[src/rtl/priority_resolver.sv]
// priority_resolver: interrupt request/in-service tracking with circular
// priority resolution for an 8-line interrupt controller.
// Optional feature macro: PRIORITY_ROTATE_EN (automatic rotation on EOI).
// Without it the base pointer is fixed at 0 (IR0 highest) and 'rotate' is
// ignored.
module priority_resolver (
    input  logic       clk,
    input  logic       RESET,
    input  logic [7:0] IR,
    input  logic       LTIM,
    input  logic [7:0] IMR,
    input  logic [1:0] INTA_count,
    input  logic       EOI,
    input  logic       rotate,
    output logic       INT_request,
    output logic [2:0] Interrupt_number,
    output logic [7:0] IRR,
    output logic [7:0] ISR
);

    // Returns {found, index} of the highest-priority set bit of v, where
    // priority runs circularly from base b (b highest, b+1 next, ...).
    function automatic logic [3:0] pick_first(input logic [7:0] v, input logic [2:0] b);
        logic [3:0] r;
        logic [2:0] idx;
        r = 4'd0;
        for (int k = 7; k >= 0; k--) begin
            idx = b + k[2:0];
            if (v[idx]) begin
                r = {1'b1, idx};
            end else begin
                r = r;
            end
        end
        return r;
    endfunction

    logic [7:0] ir_prev_q;
    logic [7:0] imr_q;
    logic [1:0] inta_prev_q;
    logic       eoi_prev_q;
    logic [7:0] irr_q, irr_d;
    logic [7:0] isr_q, isr_d;
    logic       int_req_q, int_req_d;
    logic [2:0] num_q, num_d;
    logic [2:0] base_s;

    logic       ack_s;
    logic       eoi_edge_s;
    logic [3:0] cand_s;
    logic [3:0] isr_top_s;
    logic [2:0] cand_rank_s;
    logic [2:0] isr_rank_s;
    logic       eligible_s;
    logic [7:0] ack_mask_s;
    logic [7:0] eoi_mask_s;

`ifdef PRIORITY_ROTATE_EN
    logic [2:0] base_q, base_d;

    assign base_s = base_q;

    // Rotation: the level just cleared by EOI becomes lowest priority.
    always_comb begin
        base_d = base_q;
        if (eoi_edge_s && rotate && isr_top_s[3]) begin
            base_d = isr_top_s[2:0] + 3'd1;
        end else begin
            base_d = base_q;
        end
    end

    // Base pointer register.
    always_ff @(posedge clk) begin
        if (RESET) begin
            base_q <= 3'd0;
        end else begin
            base_q <= base_d;
        end
    end
`else
    logic unused_rotate_s;

    assign base_s          = 3'd0;
    assign unused_rotate_s = rotate;
`endif

    // Event detection, priority resolution and next-state computation.
    always_comb begin
        ack_s       = (inta_prev_q == 2'd0) && (INTA_count == 2'd1);
        eoi_edge_s  = EOI && !eoi_prev_q;
        cand_s      = pick_first(irr_q & ~imr_q, base_s);
        isr_top_s   = pick_first(isr_q, base_s);
        cand_rank_s = cand_s[2:0] - base_s;
        isr_rank_s  = isr_top_s[2:0] - base_s;
        eligible_s  = cand_s[3] && (!isr_top_s[3] || (cand_rank_s < isr_rank_s));

        ack_mask_s  = ack_s ? (8'd1 << num_q) : 8'd0;
        // EOI picks its victim from ISR as it stands before any ack update.
        eoi_mask_s  = (eoi_edge_s && isr_top_s[3]) ? (8'd1 << isr_top_s[2:0]) : 8'd0;

        // Ack clear is applied last so it wins over a same-cycle new edge.
        if (LTIM) begin
            irr_d = IR & ~ack_mask_s;
        end else begin
            irr_d = (irr_q | (IR & ~ir_prev_q)) & ~ack_mask_s;
        end

        isr_d     = (isr_q & ~eoi_mask_s) | ack_mask_s;
        int_req_d = eligible_s;

        // Number is frozen during the acknowledge sequence so the ack uses it.
        if (eligible_s && (INTA_count != 2'd1) && (INTA_count != 2'd2)) begin
            num_d = cand_s[2:0];
        end else begin
            num_d = num_q;
        end
    end

    // State registers; reset abandons any acknowledge in progress.
    always_ff @(posedge clk) begin
        if (RESET) begin
            ir_prev_q   <= IR;
            imr_q       <= IMR;
            inta_prev_q <= 2'd3;
            eoi_prev_q  <= 1'b0;
            irr_q       <= 8'd0;
            isr_q       <= 8'd0;
            int_req_q   <= 1'b0;
            num_q       <= 3'd0;
        end else begin
            ir_prev_q   <= IR;
            imr_q       <= IMR;
            inta_prev_q <= INTA_count;
            eoi_prev_q  <= EOI;
            irr_q       <= irr_d;
            isr_q       <= isr_d;
            int_req_q   <= int_req_d;
            num_q       <= num_d;
        end
    end

    assign INT_request      = int_req_q;
    assign Interrupt_number = num_q;
    assign IRR              = irr_q;
    assign ISR              = isr_q;

endmodule

[config.mk]
export PLATFORM = sky130hd
export DESIGN_NAME = priority_resolver
export DESIGN_NICKNAME = d
export VERILOG_FILES = /design/src/rtl/priority_resolver.sv
export SDC_FILE = /design/constraint.sdc
export NUM_CORES = 1
export LEC_CHECK = 0
export ABC_AREA = 1
export CAP_MARGIN = 40
export CORE_AREA = 2 2 59 61
export DETAILED_ROUTE_END_ITERATION = 10
export DIE_AREA = 0 0 61 63
export PLACE_DENSITY_LB_ADDON = 0.08
export SYNTH_ARGS = -nofsm -noshare
export SYNTH_HDL_FRONTEND = slang
export SYNTH_SLANG_ARGS = --single-unit
export TNS_END_PERCENT = 1
[constraint.sdc]
create_clock -name clk -period 5.4 [get_ports clk]
set_input_delay 1.62 -clock clk [delete_from_list [all_inputs] [get_ports clk]]
set_output_delay 1.62 -clock clk [all_outputs]
set_load 0.02 [all_outputs]
* After elaboration in Yosys (flattened, before gate mapping)
Index checks and enable logic that the tools add are counted.
** Storage, ports and cells
- Register bits :: 39
- Input port bits :: 23
- Output and inout bits :: 20
- Logic and storage cells :: 54
** Cells by class
- $lt $le $gt $ge :: 1
- Eq/ne operators :: 3
- Shift-type cells :: 2
- Multiplexer cells :: 19
- Bitwise operators :: 11
- Reductions and logical operators :: 10
** Operators by type and width (count)
- 4-bit two-way mux :: 16
- 8-bit bitwise AND :: 5
- 8-bit NOT :: 4
- 8-bit two-way mux :: 3
- 8-bit OR :: 2
- 1-bit by 3-bit left shift with 8-bit output (first input constant) :: 2
- 1-bit logical AND :: 6
- 3-bit less-than comparator :: 1
- 2-bit by 1-bit equality test with 1-bit output (second input constant) :: 1
- 1-bit logical NOT :: 2
- 2-bit logical NOT :: 1
- 2-bit by 1-bit inequality test with 1-bit output (second input constant) :: 1
- 2-bit inequality test (second input constant) :: 1
- 1-bit logical OR :: 1

* Longest topological paths before layout
Gate-level depths: netlist of the first run.
- Depth in word-level cells :: 15
- Depth in mapped cells :: 17
- Mapped depth without buffers :: 17

* Worst setup path after synthesis of the first run
No wires, ideal clock.
- Kind :: input port to flip-flop
- From :: input EOI
- To :: register isr_q[6], in the netlist ISR[6]
- Library setup time :: 0.132 ns
- Arrival :: 2.312 ns
- Required time :: 5.268 ns
- Slack :: 2.956 ns
- Cell stages on the path :: 5
- Path through :: inv_1 nor3_1 nand2_1 o31ai_1 a21oi_1
** Between the ends
- Longest elaborated chain between the ends :: 6
** Ends and longest elaborated chain
- start: declaration :: RTL line 13 : input logic EOI,
- 1-bit logical AND :: RTL line 91 : eoi_edge_s = EOI && !eoi_prev_q;
- 1-bit logical AND :: RTL line 100 : eoi_mask_s = (eoi_edge_s && isr_top_s[3]) ? (8'd1 << isr_top_s[2:0]) : 8'd0;
- 8-bit two-way mux :: RTL line 100
- 8-bit NOT :: RTL line 109 : isr_d = (isr_q & ~eoi_mask_s) | ack_mask_s;
- 8-bit bitwise AND :: RTL line 109
- 8-bit OR :: RTL line 109
- end signal: assignment :: RTL line 137 : isr_q <= isr_d;
- end: declaration :: RTL line 43 : logic [7:0] isr_q, isr_d;
Every way passes these cells.
A chain may end at the register's enable or synchronous reset.

* Final worst setup path of the first run
- From :: register isr_q[0], in the netlist ISR[0]
- To :: output ISR[0]
** RTL lines
- end: declaration :: RTL line 18 : output logic [7:0] ISR
No word-level cell between the ends.

==> results.md, run 1 <==
* Outcome: complete, no violations
* Via count of the first global-routing pass at 1295
* Pwr/cell area at 271.5 mW/mm^2
* Yosys cell types at 21
* Final TNS setup at 0 ns
* Synth area leaders: dfxtp_1 (50%), inv_1 (10%), nand2_1 (10%)
* Int Pwr at 0.4127 mW
* Layout area overhead at 33.47%
* Diodes inserted at 0
* Share of cells above drive strength 1 at 5.098%
* CTS Hold Bufs at 0
* Layout Skew at 0.01196 ns
* Die Span Y at 63 um
* R2R Path End: Interrupt_number[1]$_SDFFE_PP0P_
* Worst-Skew Late Latency at 0.35 ns
* Syn Nets at 234
* Syn avg cell area at 7.495 um^2
* Root buf cell: clkbuf_4
* Synth area leader: dfxtp_1
* Flop pwr share at 55.0%
* Reg clk slew, reported paths at 0.12 ns
* Hold Path Class: flip-flop to flip-flop
* Data arrival time of the worst path at 1.42 ns
* CTS tree: yes
* Die width at 61 um
* Antenna Nets Post-Route at 0
* DRC viols at 0
* Final Hold Fails at 0
* Hold_sp: ISR[7]$_SDFF_PP0_
* Routed length per instance at 10.46 um
* Clock Sinks at 39
* Vias per std cell at 4.641
* Non-filler instance count after layout at 301
* Ys async rst share at 0%
* Mux share of post-synthesis cell area at 0%
* Largest family of logic cells by synthesized area: simple AND/OR/NAND/NOR gates
* CP max-delay cell: clkdlybuf4s50_1
* Synthesis Warnings at 0
* Flops & latches, synth at 39
* Fmax at 329.0 MHz
* Crit-path cells: clkdlybuf4s50_1
* Final Core Density at 64.69%
* Core area at 0.003232 mm^2
* Post-DP HPWL at 2450 um
* Ys flop type: dfxtp_1
* Initial Util at 48.47%
* CTS H-tree lvls at 2
* Final Max Slew Viols at 0
* IO Count at 43
* Starting DRT DRC Count at 50
* Routed wl met2 at 1400 um
* Post-Synth Simple-Gate Area at 25.88%
* Delay-heaviest family, CP: buffers and inverters
* Final setup fails at 0
* Post-Synth XOR/XNOR Area at 0.5591%
* Largest net degree at the start of global routing at 21
* Crit path buffers/inverters at 1
* Global route overflow at 0
* RePlAce Congestion at 0.8477
* Top Layer Used: met4
* First drt pass iteration count at 5
* Register area share after synthesis at 49.84%
* Total track usage at 18.53%
* WL met1 at 1590 um
* Max FO, Critical Path at 4
* Port Buffers at 41
* Reg-to-reg startpoint: IRR[7]$_SDFF_PP0_
* Unrepaired setup endpoints after global routing: no
* CTS resizes at 0
* Actual slew at the worst max-slew pin at 0.7303 ns
* Worst Reg-to-Reg Cells at 12
* Critical path launch point type: flip-flop
* Maximum clock path buffer count at 2
* Synth Area in Compound Gates at 11.10%
* Met3 WL post-DR at 135 um
* CTS Buf Count at 5
* Cells after synthesis at 209
* Tmin final at 3.039 ns
* Initial antenna violation count at 0
* EDFF count, synth at 0
* Switching Fraction at 27.31%
* Top cell type's share of synthesized area at 49.84%
* Row count at 21
* Worst VDD drop at 163.0 uV
* Layout net count at 279
* Rel. slew slack at 51.16%
* Clk network pwr share at 28.6%
* CP peak stage delay at 0.64 ns
* Area of the mapped netlist at 0.001567 mm^2
* Crit path required time at 3.78 ns
* Post-Synth Adder-Cell Area at 1.597%
* Sw power at 0.1550 mW
* Pleak at 0.9134 nW
* Logic pwr share at 16.4%
* Postcts setup bufs at 0
* Hold worst-path end: ISR[7]$_SDFF_PP0_
* R2R Setup Slk at 3.33 ns
* Die area at 0.003843 mm^2
* Final period util at 56.29%
* CP Class: flip-flop to output port
* Total of max-cap violations at 0
* Post-synth top cells: inv_1 (43), nand2_1 (43), dfxtp_1 (39)
* Via count at 1397
* Hold Crit Depth at 2
* DRT Wirelength at 3147 um
* First-pass GRT wire length at 5416 um
* CP Capture Type: output port
* Placed Cells at 293
## layer usage
metal	track usage (%)	vias to the layer above
met5	0	-
met4	8.152	0
met3	3.727	2
met2	28.76	32
met1	24.36	613
li1	-	750
## power groups by stage
stage / Sequential [mW] / Clock [mW] / Combinational, mW
after floorplan: 0.328 / 0 / 0.0429
after global placement: 0.319 / 0 / 0.0926
after detailed placement: 0.319 / 0 / 0.0935
after CTS: 0.312 / 0.167 / 0.0941
after global routing: 0.314 / 0.184 / 0.105
final: 0.312 / 0.162 / 0.0932
## cell usage in the layout (no fill, tap or decap)
cell type	synthesis	layout
o21ai_0	6	6
nand2_1	43	43
nand3_1	2	2
ha_1	2	2
o21bai_1	1	1
clkinvlp_4	0	1
a21oi_4	1	1
dfxtp_1	39	39
xnor2_1	1	1
clkbuf_4	0	5
nor4_1	1	1
inv_1	43	43
or2_2	1	1
nand3_2	1	1
o31ai_1	2	2
clkinv_4	0	1
clkdlybuf4s50_1	0	41
nand4_1	5	5
nor2_1	24	24
nor3b_1	1	1
nand2_2	2	2
a22oi_1	8	8
clkbuf_8	0	1
a21oi_1	9	9
nor3_1	14	14
## worst max-delay path by stage
stage	end	startpoint	depth (start not counted)
CTS	ISR[0]	ISR[0]$_SDFF_PP0_	1
detailed placement	IRR[0]$_SDFF_PP0_	INTA_count[0]	8
finish	ISR[0]	ISR[0]$_SDFF_PP0_	1
global placement	IRR[0]$_SDFF_PP0_	INTA_count[0]	8
global route	ISR[0]	ISR[0]$_SDFF_PP0_	1
floorplan	ISR[6]$_SDFF_PP0_	EOI	5
## logic make-up after synthesis
kind of cell / after synthesis
compound gates: 27
buf+inv: 46
simple gates: 94
flops: 39
xor+xnor: 1
fa+ha+maj: 2
## through the flow
step / cell area [um^2] / hold WS [ns] / total power, mW / setup WS [ns]
finish: 2091 / 0.5161 / 0.5677 / 2.361
global route: 2091 / 0.5509 / 0.6030 / 2.289
CTS: 2091 / 0.5173 / 0.5739 / 2.349
detailed placement: 2023 / 0.4988 / 0.4125 / 2.270
global placement: 2023 / 0.5004 / 0.4113 / 2.263
floorplan: 1567 / 0.5596 / 0.3706 / 2.956
## flip-flops by register name, summed over array words and instances, names as in the netlist
register and count:
ISR 8, imr_q 8, eoi_prev_q 1, inta_prev_q 2, ir_prev_q 8, Interrupt_number 3
IRR 8, INT_request 1
## cell type report
class                           count  area, um^2
Timing Repair Buffer               41       410.4
Inverter                           43       161.4
Clock buffer                        6       51.30
Tap cell                           46       57.56
Clock inverter                      2       16.27
Fill cell                         333        1141
Multi-Input combinational cell    124       613.1
Sequential cell                    39       780.7
(Power assumes the default switching activity.)
==> run 2, diff against run 1 <==
Settings changed: CORE_AREA 2 2 59 61 to 2 2 65 67, DIE_AREA 0 0 61 63 to 0 0 67 69.
Clock period 5.4 ns to 2.6 ns, I/O delays scaled along.
==> results.md, run 2 (synthesis gave the netlist of run 1 again) <==
* Outcome: complete, no violations
* Root buf cell: clkbuf_8
* CTS resizes at 0 (unchanged)
* DRC viols at 0 (unchanged)
* Fmax at 471.4 MHz
* Hold worst-path end: ISR[6]$_SDFF_PP0_
* Most frequent cells in the layout: inv_1 (43), nand2_1 (43), clkdlybuf4s50_1 (41)
* Starting DRT DRC Count at 53 (+6.0%)
* Actual slew at the worst max-slew pin at 0.4481 ns (-0.2822 ns)
* Hold Path Class: flip-flop to flip-flop
* Data arrival time of the worst path at 1.34 ns (-0.08 ns)
* Rel. slew slack at 70.09% (+19 points)
* Clock Sinks at 39 (unchanged)
* Total track usage at 16.58% (-2.0 points)
* Via count at 1406 (+0.64%)
* Via count of the first global-routing pass at 1321 (+2.0%)
* Die width at 67 um (+9.8%)
* Die Span Y at 69 um (+9.5%)
* Layout area overhead at 36.74%
* Port Buffers at 41 (unchanged)
* CTS Buf Count at 5 (unchanged)
* Die area at 0.004623 mm^2 (+20%)
* Post-DP HPWL at 2631 um (+7.4%)
* Crit-path cells: clkdlybuf4s50_1
* Maximum clock path buffer count at 2 (unchanged)
* Layout net count at 281 (+0.72%)
* Final TNS setup at 0 ns (unchanged)
* CP Capture Type: output port
* Final Hold Fails at 0 (unchanged)
* Worst Reg-to-Reg Cells at 12 (unchanged)
* Share of cells above drive strength 1 at 5.837% (+0.74 points)
* CP max-delay cell: clkdlybuf4s50_1
* Total of max-cap violations at 0 (unchanged)
* Final Max Slew Viols at 0 (unchanged)
* CP peak stage delay at 0.64 ns (about the same)
* Antenna Nets Post-Route at 0 (unchanged)
* Core area at 0.003914 mm^2 (+21%)
* Reg clk slew, reported paths at 0.08 ns (-0.04 ns)
* Vias per std cell at 4.580 (-1.3%)
* Row count at 23 (+9.5%)
* Crit path required time at 1.82 ns (-1.96 ns)
* Fillers at 402 (+21%)
* R2R Path End: Interrupt_number[2]$_SDFFE_PP0P_
* Global route overflow at 0 (unchanged)
* Tmin final at 2.121 ns
* Final Core Density at 54.73% (-10 points)
* RePlAce Congestion at 0.7720 (-8.9%)
* Largest net degree at the start of global routing at 17 (-19%)
* IO Count at 43 (unchanged)
* Pwr/cell area at 596.9 mW/mm^2 (+120%)
* Layout Skew at 0.005818 ns (-0.006139 ns)
* Pleak at 0.9360 nW (+2.5%)
* First drt pass iteration count at 4 (-1)
* Diodes inserted at 0 (unchanged)
* Hold_sp: ISR[6]$_SDFF_PP0_
* CTS tree: yes
* Postcts setup bufs at 0 (unchanged)
* CTS Hold Bufs at 0 (unchanged)
* Final setup fails at 0 (unchanged)
* Delay-heaviest family, CP: buffers and inverters
* Final period util at 81.60%
* Reg-to-reg startpoint: IRR[7]$_SDFF_PP0_
* Critical path launch point type: flip-flop
* First-pass GRT wire length at 5913 um (+9.2%)
* Hold Crit Depth at 2 (unchanged)
* Worst-Skew Late Latency at 0.29 ns (-0.06 ns)
* CP Class: flip-flop to output port
* Routed length per instance at 10.92 um (+4.4%)
* Initial antenna violation count at 0 (unchanged)
* CTS H-tree lvls at 2 (unchanged)
* Crit path buffers/inverters at 1 (unchanged)
* Worst VDD drop at 366.3 uV (+120%)
* Initial Util at 40.03% (-8.4 points)
* R2R Setup Slk at 0.53 ns (-2.80 ns)
* DRT Wirelength at 3351 um (+6.5%)
* Unrepaired setup endpoints after global routing: no
* Max FO, Critical Path at 4 (unchanged)
## run 2: cell count changes in the layout (fill, tap and decap cells not counted)
cell / change
clkbuf_8: +5
buf_4: +2
clkbuf_4: -5
## run 2: worst reg2reg max path, cell delays in order, from the launching register on
cell     delay (ns)
dfxtp_1        0.36
inv_1          0.06
o21ai_0        0.25
nor2_1         0.11
nor3_1         0.30
ha_1           0.31
a21oi_1        0.15
nand2_1        0.08
nand2_2        0.10
nand3_2        0.09
nand2_1        0.08
inv_1          0.04
nor2_1         0.09
## run 2: area by class of cell
class                      count  area [um^2]  share of cell area, %
inverter                      43        161.4                  7.535
sequential                    39        780.7                  36.45
tap                           50        62.56                  2.921
clock buffer                   6        82.58                  3.855
timing repair buffer          43        425.4                  19.86
multi-input combinational    124        613.1                  28.62
clock inverter                 2        16.27                 0.7593
## run 2: layer usage
| layer | track usage, % | vias to the layer above | part of all wire [%] |
|---|---|---|---|
| li1 | - | 749 | - |
| met1 | 23.43 | 619 | 51 |
| met2 | 23.87 | 34 | 43 |
| met3 | 5.546 | 4 | 5.2 |
| met4 | 4.762 | 0 | 1.3 |
| met5 | 0 | - | 0 |
## run 2: worst max-delay path by stage
stage | to | cells past startpoint | slack, ns | start
after floorplan | Interrupt_number[0]$_SDFFE_PP0P_ | 15 | 0.67 | ISR[6]$_SDFF_PP0_
after global placement | ISR[0]$_SDFF_PP0_ | 9 | 0.30 | INTA_count[0]
after detailed placement | ISR[0]$_SDFF_PP0_ | 9 | 0.28 | INTA_count[0]
after CTS | ISR[0] | 1 | 0.46 | ISR[0]$_SDFF_PP0_
after global routing | Interrupt_number[2]$_SDFFE_PP0P_ | 12 | 0.28 | IRR[7]$_SDFF_PP0_
final | ISR[0] | 1 | 0.48 | ISR[0]$_SDFF_PP0_
## run 2: power breakdown
| group | switching, mW | leakage (nW) | internal [mW] |
|---|---|---|---|
| clock network | 0.217 | 0.0474 | 0.216 |
| registers | 0.0191 | 0.324 | 0.630 |
| logic | 0.101 | 0.564 | 0.0953 |
## run 2: metrics by stage
| step | instance area [um^2] | instances | total power, mW | setup slack [ns] | hold slack [ns] |
|---|---|---|---|---|---|
| floorplan | 1567 | 209 | 0.7696 | 0.6733 | 0.5596 |
| global placement | 2043 | 299 | 0.8589 | 0.2995 | 0.4981 |
| detailed placement | 2043 | 299 | 0.8599 | 0.2787 | 0.4973 |
| CTS | 2142 | 307 | 1.299 | 0.4557 | 0.5086 |
| global route | 2142 | 307 | 1.354 | 0.2769 | 0.5322 |
| finish | 2142 | 307 | 1.279 | 0.4785 | 0.5014 |
